==> config.mk <==
export PLATFORM = sky130hd
export DESIGN_NAME = cordic_rot_sched
export DESIGN_NICKNAME = d
export VERILOG_FILES = /design/src/rtl/cordic_pkg.sv /design/src/rtl/cordic_quad_prerot.sv /design/src/rtl/cordic_rot_sched.sv
export SDC_FILE = /design/constraint.sdc
export NUM_CORES = 1
export LEC_CHECK = 0
export CAP_MARGIN = 30
export CORE_ASPECT_RATIO = 1.5
export CORE_MARGIN = 2
export CORE_UTILIZATION = 24
export DETAILED_ROUTE_END_ITERATION = 6
export GPL_TIMING_DRIVEN = 0
export PLACE_DENSITY = 0.5
export REMOVE_ABC_BUFFERS = 1
export SYNTH_ARGS = -nofsm -noshare
export SYNTH_HDL_FRONTEND = slang
export SYNTH_HIERARCHICAL = 1
export SYNTH_SLANG_ARGS = --single-unit
==> constraint.sdc <==
create_clock -name clock -period 8.1 [get_ports clock]
set_input_delay 1.215 -clock clock [delete_from_list [all_inputs] [get_ports clock]]
set_output_delay 1.215 -clock clock [all_outputs]
set_load 0.005 [all_outputs]
==> src/rtl/cordic_pkg.sv <==
// Shared definitions for the rotational CORDIC scheduler: Q14.14 word type,
// angle constants, scheduler FSM states and the 1/K gain-compensation helper.
// No ports (package).
package cordic_pkg;

  localparam int unsigned WordLength  = 28;
  localparam int unsigned N           = 32;
  // Engine start-sample to valid XN/YN/ThetaN.
  localparam int unsigned ENG_LATENCY = N + 2;

  typedef logic signed [WordLength-1:0] q14_t;

  localparam q14_t PI_Q       = 28'sd51472;
  localparam q14_t HALF_PI_Q  = 28'sd25736;
  localparam q14_t INV_GAIN_Q = 28'sd9949;

  typedef enum logic [1:0] {IDLE, ISSUE, WAIT, RESP} state_e;

  // Multiply by 1/K in Q14.14: full 56-bit signed product, arithmetic shift by
  // the fraction width, truncate back to a word.
  function automatic logic [WordLength-1:0] q14_scale(input logic [WordLength-1:0] v);
    logic signed [2*WordLength-1:0] a;
    logic signed [2*WordLength-1:0] b;
    logic signed [2*WordLength-1:0] p;
    a = {{WordLength{v[WordLength-1]}}, v};
    b = {{WordLength{1'b0}}, INV_GAIN_Q};
    p = a * b;
    return WordLength'(p >>> 14);
  endfunction

endpackage

==> src/rtl/cordic_quad_prerot.sv <==
// Quadrant pre-rotation: folds |theta| > pi/2 into the engine convergence range
// by rotating the vector by pi (negate x and y) and offsetting theta by pi.
// Ports:
//   x, y, theta             - Q14.14 input vector and angle
//   x_rot, y_rot, theta_rot - folded vector and angle
// Negating -2^27 wraps to itself; inputs are expected well inside the range.
module cordic_quad_prerot
  import cordic_pkg::*;
(
  input  logic [WordLength-1:0] x,
  input  logic [WordLength-1:0] y,
  input  logic [WordLength-1:0] theta,
  output logic [WordLength-1:0] x_rot,
  output logic [WordLength-1:0] y_rot,
  output logic [WordLength-1:0] theta_rot
);

  q14_t th_s;

  always_comb begin
    th_s      = theta;
    x_rot     = x;
    y_rot     = y;
    theta_rot = theta;
    if (th_s > HALF_PI_Q) begin
      x_rot     = -x;
      y_rot     = -y;
      theta_rot = th_s - PI_Q;
    end else if (th_s < -HALF_PI_Q) begin
      x_rot     = -x;
      y_rot     = -y;
      theta_rot = th_s + PI_Q;
    end
  end

endmodule

==> src/rtl/cordic_rot_sched.sv <==
// Two-requester scheduler for one shared iterative rotational CORDIC engine.
// Round-robin grant, quadrant pre-rotation, one-cycle engine start, fixed
// latency wait, then the result is held on a backpressured response channel.
// Ports:
//   clock, Reset                  - clock, synchronous active-high reset
//   req_valid/req_ready           - per-requester handshake (bit r = requester r)
//   req_x/req_y/req_theta         - packed operands, requester r at [r*W +: W]
//   resp_valid/resp_ready/resp_id - response handshake and requester tag
//   resp_x/resp_y/resp_theta      - rotated vector and residual angle
//   eng_start, eng_x0/y0/theta0   - engine start pulse and operands
//   eng_xn/eng_yn/eng_thetan      - engine results
// Build option CORDIC_GAIN_COMP_EN: scale resp_x/resp_y by 1/K at capture,
// which costs one extra cycle before resp_valid.
module cordic_rot_sched
  import cordic_pkg::*;
(
  input  logic                    clock,
  input  logic                    Reset,
  input  logic [1:0]              req_valid,
  output logic [1:0]              req_ready,
  input  logic [2*WordLength-1:0] req_x,
  input  logic [2*WordLength-1:0] req_y,
  input  logic [2*WordLength-1:0] req_theta,
  output logic                    resp_valid,
  input  logic                    resp_ready,
  output logic                    resp_id,
  output logic [WordLength-1:0]   resp_x,
  output logic [WordLength-1:0]   resp_y,
  output logic [WordLength-1:0]   resp_theta,
  output logic                    eng_start,
  output logic [WordLength-1:0]   eng_x0,
  output logic [WordLength-1:0]   eng_y0,
  output logic [WordLength-1:0]   eng_theta0,
  input  logic [WordLength-1:0]   eng_xn,
  input  logic [WordLength-1:0]   eng_yn,
  input  logic [WordLength-1:0]   eng_thetan
);

  localparam int unsigned     CntW    = $clog2(ENG_LATENCY);
  localparam logic [CntW-1:0] CntLoad = CntW'(ENG_LATENCY - 1);

  state_e                state_q, state_d;
  logic                  ptr_q;
  logic                  id_q;
  logic [CntW-1:0]       cnt_q;
  logic                  any_req;
  logic                  gnt_id;
  logic                  wait_done;
  logic [WordLength-1:0] sel_x, sel_y, sel_theta;
  logic [WordLength-1:0] pr_x, pr_y, pr_theta;

`ifdef CORDIC_GAIN_COMP_EN
  logic                  pipe_q;
  logic [WordLength-1:0] raw_x_q, raw_y_q, raw_t_q;
  assign wait_done = pipe_q;
`else
  assign wait_done = (cnt_q == '0);
`endif

  // Pointer only matters on a tie; a lone request always wins.
  always_comb begin
    any_req   = |req_valid;
    gnt_id    = (req_valid == 2'b11) ? ptr_q : req_valid[1];
    sel_x     = gnt_id ? req_x[2*WordLength-1:WordLength]     : req_x[WordLength-1:0];
    sel_y     = gnt_id ? req_y[2*WordLength-1:WordLength]     : req_y[WordLength-1:0];
    sel_theta = gnt_id ? req_theta[2*WordLength-1:WordLength] : req_theta[WordLength-1:0];
  end

  cordic_quad_prerot u_prerot (
    .x         (sel_x),
    .y         (sel_y),
    .theta     (sel_theta),
    .x_rot     (pr_x),
    .y_rot     (pr_y),
    .theta_rot (pr_theta)
  );

  // State register.
  always_ff @(posedge clock) begin
    if (Reset) state_q <= IDLE;
    else       state_q <= state_d;
  end

  // Next-state logic.
  always_comb begin
    state_d = state_q;
    unique case (state_q)
      IDLE:    if (any_req) state_d = ISSUE;
      ISSUE:   state_d = WAIT;
      WAIT:    if (wait_done) state_d = RESP;
      RESP:    if (resp_ready) state_d = IDLE;
      default: state_d = IDLE;
    endcase
  end

  // Moore/Mealy outputs.
  always_comb begin
    req_ready = 2'b00;
    eng_start = 1'b0;
    if (state_q == IDLE && any_req) req_ready[gnt_id] = 1'b1;
    if (state_q == ISSUE) eng_start = 1'b1;
  end

  // Datapath: operand capture, wait counter, result capture.
  always_ff @(posedge clock) begin
    if (Reset) begin
      ptr_q      <= 1'b0;
      id_q       <= 1'b0;
      cnt_q      <= '0;
      eng_x0     <= '0;
      eng_y0     <= '0;
      eng_theta0 <= '0;
      resp_valid <= 1'b0;
      resp_id    <= 1'b0;
      resp_x     <= '0;
      resp_y     <= '0;
      resp_theta <= '0;
`ifdef CORDIC_GAIN_COMP_EN
      pipe_q     <= 1'b0;
      raw_x_q    <= '0;
      raw_y_q    <= '0;
      raw_t_q    <= '0;
`endif
    end else begin
      unique case (state_q)
        IDLE: begin
          if (any_req) begin
            eng_x0     <= pr_x;
            eng_y0     <= pr_y;
            eng_theta0 <= pr_theta;
            id_q       <= gnt_id;
            ptr_q      <= ~gnt_id;
          end
        end
        ISSUE: cnt_q <= CntLoad;
        WAIT: begin
          if (cnt_q != '0) begin
            cnt_q <= cnt_q - 1'b1;
`ifdef CORDIC_GAIN_COMP_EN
          end else if (!pipe_q) begin
            raw_x_q <= eng_xn;
            raw_y_q <= eng_yn;
            raw_t_q <= eng_thetan;
            pipe_q  <= 1'b1;
          end else begin
            pipe_q     <= 1'b0;
            resp_x     <= q14_scale(raw_x_q);
            resp_y     <= q14_scale(raw_y_q);
            resp_theta <= raw_t_q;
            resp_id    <= id_q;
            resp_valid <= 1'b1;
          end
`else
          end else begin
            resp_x     <= eng_xn;
            resp_y     <= eng_yn;
            resp_theta <= eng_thetan;
            resp_id    <= id_q;
            resp_valid <= 1'b1;
          end
`endif
        end
        RESP: if (resp_ready) resp_valid <= 1'b0;
        default: ;
      endcase
    end
  end

endmodule

* Yosys cells after proc, flatten, opt, wreduce, memory -nomap -nowiden
Cells that the tools add are included.
** Word-level totals
- Register bits :: 180
- Bits in read-only memories :: 0
- Word-level logic and storage cells :: 68
- RAM bits :: 0
- Output and inout port bits :: 173
- Bits of input ports :: 257
- Memories :: 0
- Latch bits :: 0
** Operators by class
- Magnitude comparators :: 4
- Add/subtract/negate cells :: 5
- Div/mod/pow operators :: 0
- Muxes and demuxes :: 23
- Bitwise operators :: 2
- Equality and inequality tests :: 9
- Shift operators :: 0
- Reductions and logical operators :: 13
- Multipliers :: 0
** Operators by type and width (number)
- 2-to-1 mux 28 bit :: 9
- negator 28 bit :: 2
- adder 28 x 17 -> 28 bit (second input constant) :: 1
- > comparator 28 x 16 -> 1 bit (second input constant) :: 1
- < comparator 28 x 16 -> 1 bit (second input constant) :: 1
- subtractor 28 x 17 -> 28 bit (second input constant) :: 1
- case mux 6 bit (2 select lines) :: 1
- != test 2 bit (second input constant) :: 5
- 2-to-1 mux 2 bit :: 4
- case mux 2 bit (4 select lines) :: 1
- equality test 2 bit (second input constant) :: 3
- logical NOT 6 bit :: 1
- 2-to-1 mux 6 bit :: 1
- AND reduction 2 bit :: 3
- AND reduction 3 bit :: 2
- nonzero test 6 bit :: 1
- subtractor 6 x 1 -> 6 bit (second input constant) :: 1
- 2-to-1 mux 1 bit :: 5
- nonzero test 2 bit :: 2
- equality test 2 x 1 -> 1 bit (second input constant) :: 1
- logical AND 1 bit :: 2
- logical NOT 2 bit :: 1
- < comparator 1 x 2 -> 1 bit (second input constant) :: 1
- inverter 1 bit :: 2
- 4 further kinds :: 4

* Longest topological paths before layout
- Depth in word-level cells :: 7
- Depth in mapped cells :: 17
- Mapped depth without buffers :: 13

* By module
The synthesis kept the hierarchy.
** Modules (own cells, without submodules)
- cordic_rot_sched :: cells an instance 904, times used 1, area each 7424.6 um^2
- cordic_quad_prerot :: cells an instance 388, times used 1, area each 2651.3 um^2

* Worst setup path after synthesis
Ideal clock, no wire load.
- Path kind :: input to register
- Start point :: in req_valid[0]
- End point :: reg eng_theta0[20]
- Cell stages on the path :: 15
- Slack :: 3.930 ns
- Path buffers :: 2
- Data arrival time :: 4.099 ns
- Path through :: inv_1 -> o21ai_2 -> buf_2 -> buf_2 -> mux2_2 -> inv_1 -> ha_1 -> nor3b_1 -> o21ai_0 -> a211o_1 -> a31oi_1 -> o21ai_0 -> a221oi_1 -> nand2_1 -> a21oi_1
** On the way
- Word-level cells in the longest chain between the ends :: 6
** RTL lines
- from (decl) :: RTL line cordic_rot_sched.sv:19 : input logic [1:0] req_valid,
- equality test 2 bit * :: RTL line cordic_rot_sched.sv:63 : gnt_id = (req_valid == 2'b11) ? ptr_q : req_valid[1];
- 2-to-1 mux 1 bit * :: RTL line cordic_rot_sched.sv:63
- 2-to-1 mux 28 bit * :: RTL line cordic_rot_sched.sv:66 : sel_theta = gnt_id ? req_theta[2*WordLength-1:WordLength] : req_theta[WordLength-1:0];
- named net sel_theta[5] :: RTL line cordic_rot_sched.sv:49 : logic [WordLength-1:0] sel_x, sel_y, sel_theta;
- adder 28 x 17 -> 28 bit or < comparator 28 x 16 -> 1 bit (tied branches) :: RTL line cordic_quad_prerot.sv:32, cordic_quad_prerot.sv:29
- 2-to-1 mux 28 bit :: RTL line cordic_quad_prerot.sv:29 : end else if (th_s < -HALF_PI_Q) begin
- 2-to-1 mux 28 bit * :: RTL line cordic_quad_prerot.sv:25 : if (th_s > HALF_PI_Q) begin
- named net pr_theta[20] :: RTL line cordic_rot_sched.sv:50 : logic [WordLength-1:0] pr_x, pr_y, pr_theta;
- to (signal assigned) :: RTL line cordic_rot_sched.sv:130 : eng_theta0 <= pr_theta;
- to (decl) :: RTL line cordic_rot_sched.sv:33 : output logic [WordLength-1:0] eng_theta0,
The timed path passes the listed nets; every way through them passes the cells marked *.
A chain may end at the register's enable or synchronous reset.

* Worst setup path after layout
- Start point :: in req_valid[0]
- End point :: reg eng_x0[1]
** On the way
- Word-level cells in the longest chain between the ends :: 6
** RTL lines
- equality test 2 bit * :: RTL line cordic_rot_sched.sv:63
- 2-to-1 mux 1 bit * :: RTL line cordic_rot_sched.sv:63
- 2-to-1 mux 28 bit * :: RTL line cordic_rot_sched.sv:66
- named net sel_theta[5] :: RTL line cordic_rot_sched.sv:49
- < comparator 28 x 16 -> 1 bit :: RTL line cordic_quad_prerot.sv:29
- 2-to-1 mux 28 bit :: RTL line cordic_quad_prerot.sv:29
- 2-to-1 mux 28 bit * :: RTL line cordic_quad_prerot.sv:25
- named net pr_x[1] :: RTL line cordic_rot_sched.sv:50
- to (signal assigned) :: RTL line cordic_rot_sched.sv:128 : eng_x0 <= pr_x;
- to (decl) :: RTL line cordic_rot_sched.sv:31 : output logic [WordLength-1:0] eng_x0,
Marks and branches as above.

==> results.yml <==
cts:
  max-clock-path-buffers: 2
  cts.clk_slew.worst_paths_ns: 0.08
  insertion_delay_ns: 0.45
  post_cts.repair.setup_buffers: 0
  cts_tree: "done"
  htree_levels: 4
  hold_buffers: 0
  clockRootBuffer: "clkbuf_16"
  numCtsBuffers: 17
  cts_resized: 0
  clock_sinks: 180
layout:
  fin_nets: 1923
  area_growth_syn_to_layout_pct: 53.9
  multi_input_area_um2: 5950
  layout-drive-gt1-share_pct: 10.3
  fillers: 4303
  ff_latch_area_um2: 3600
  fin_util_pct: 37.5
  n_antenna_cell: 0
synthesis:
  synthFlopType: "dfxtp_1"
  synth_cell_types: 74
  yosysMostFrequentCell: "nand2_1"
  synthArstFlopShare_pct: 0
  ys_top_cells_by_area: "dfxtp_1, nand2_1, a21oi_1"
  ys_top_cells_by_count: "nand2_1, a21oi_1, dfxtp_1, mux2_2, xnor2_1"
  synth-edff-count: 0
  yosysWarningCount: 6
  synth.top_cell.area_share_pct: 35.8
  synth_top_cell_by_area: "dfxtp_1"
  syn_inst: 1292
  synth_seq_cells: 180
  syn_avg_cell_area_um2: 7.80
  syn_area_um2: 10100
  ys_seq_area_share_pct: 35.8
route:
  wirelength_mm: 38.2
  firstDrtPassIters: 5
  drtAntennaViolNets: 0
  drc: 0
  drtIter0Drc: 453
  vias_per_cell: 4.68
  routedWlPerCell_um: 17.2
  via_count: 10400
setup_path:
  endpoint_kind: "flip-flop"
  crit_chain: "clkdlybuf4s50_1 -> inv_1 -> o21ai_4 -> buf_12 -> mux2_2 -> inv_1 -> ha_1 -> and4b_1 -> and3_1 -> o31a_1 -> o2111ai_4 -> buf_12 -> nand2_1 -> mux2_2 -> nand2_1 -> a21oi_1"
  rrSetupSlack_ns: 3.60
  max_stage_delay_ns: 0.73
  slowest_stage: "o21ai_4"
  worst_ep_required_time_ns: 8.41
  crit_arrival_ns: 5.84
  crit_type: "primary input to flip-flop"
  reg2regPathDepth: 14
  crit_fanout: 34
  critical_path.startpoint_type: "primary input"
power:
  max-vdd-ir-drop_v: 0.000118
  power_frac_seq_pct: 33.4
  p_sw_share_pct: 36.4
  finalPower_w: 0.00359
  internal-power_w: 0.00228
  clkPwrFrac_pct: 24.1
  switchingPower_w: 0.00131
  powerDensity_nw_per_um2: 232
  leakagePower_nw: 5.44
  p_comb_share_pct: 42.6
die:
  io_pins: 430
  die_area_um2: 43700
  chipWidth_um: 171
  initial_core_util_pct: 24.4
  rows: 91
  die_y_um: 255
  core_area_um2: 41300
sta:
  rsz0062_at_grt: "false"
  worst_pin_slew_ns: 0.991
  period_needed_ns: 5.53
  slew_viol_final: 0
  hold_violations: 0
  clock_skew_ns: 0.00901
  whs_ns: 0.451
  slew_headroom_pct: 33.3
  period_share_pct: 68.3
  finalSetupViolations: 0
  clock.fmax_mhz: 181
global_route:
  grt_pass1_wl_mm: 57.1
  globalRouteTotalUtil_pct: 16.9
  grt_max_degree: 95
  grt_overflow: 0
  antenna_found_initial: 0
  grt_pass1_vias: 10100
hold_path:
  holdPathStages: 2
  min-delay-path-class: "flip-flop to flip-flop"
place:
  place_congestion: 0.844
  portBuffers: 429
  dpl.hpwl_mm: 29.3
flow_run:
  maxCapViolCount: 0
run_status:
  status: "complete, no violations"
==> registers in the layout (all words and copies together) (netlist names) <==
name	count
ptr_q	1
resp_y	28
eng_theta0	28
eng_x0	28
resp_x	28
resp_theta	28
eng_y0	28
resp_id	1
state_q	2
cnt_q	6
resp_valid	1
id_q	1
==> metrics by stage <==
step	setup slack (ns)	instance area (um2)	setup TNS, ns	instances
after global routing	2.22	15500	0	2225
after floorplan	1.10	9560	0	1191
after detailed placement	2.05	14900	0	2193
final	2.57	15500	0	2225
after global placement	-2.25	14600	-119.29	2178
after CTS	2.54	15500	0	2225
==> cells in the final DEF (no fill, tap or decap), types with 8 or more instances in the layout <==
master           count
and4_1               8
mux2_2              86
a21oi_1            197
nand3_1             25
ha_1                12
xnor2_1             71
nand2b_1             9
dfxtp_1            180
nand2_1            375
clkbuf_16           17
clkdlybuf4s50_1    428
buf_12               9
o211ai_1            13
nor3_1              18
inv_1               19
a22oi_2              8
nor2_1              42
==> final cells by class <==
type                       instances  share of cell area, %
clock buffer                      17                   2.74
multi-input combinational        992                   38.4
inverter                          19                  0.460
clock inverter                    15                   1.15
sequential                       180                   23.2
timing repair buffer             444                   29.6
tap                              558                   4.50
==> kinds of logic after synthesis <==
family / Yosys count / share of synthesized area (%)
xor gates and xnor gates: 71 / 6.17
DFF: 180 / 35.8
muxes: 88 / 9.81
and+or+nand+nor: 536 / 23.5
adders and majority gates: 12 / 1.49
buffers and inverters: 120 / 5.81
AOI/OAI and AO/OA: 285 / 17.4
==> power by group through the flow <==
stage,combinational [W],clock (W),sequential (W)
after floorplan,0.000689,0,0.00123
after global placement,0.00153,0,0.00121
after detailed placement,0.00155,0,0.00122
after CTS,0.00156,0.000906,0.00120
after global routing,0.00168,0.000933,0.00123
final,0.00153,0.000864,0.00120
==> final timing paths <==
check,start,endpoint
worst max-delay path,req_valid[0],eng_x0[1]
worst min-delay path,id_q,resp_id
worst max register to register,ptr_q,eng_x0[1]
worst min register to register,id_q,resp_id
==> per-layer routing <==
layer / routed length, um / up-vias / GRT usage [%]
met2: 19500 / 392 / 31.4
met1: 14600 / 4837 / 17.8
li1: - / 5147 / -
met4: 943 / 0 / 5.67
met3: 3160 / 44 / 5.41
met5: 0 / - / 0
==> critical path: cells and delay by family <==
| family | cells | cell delay, ns |
|---|---|---|
| AO/OA/AOI/OAI | 4 | 1.62 |
| buffers and inverters | 5 | 1.40 |
| multiplexers | 2 | 0.77 |
| AND/OR/NAND/NOR | 4 | 0.63 |
| adder cells (fa/ha/maj) | 1 | 0.16 |
Note: power is estimated with default switching activity, not from simulation.
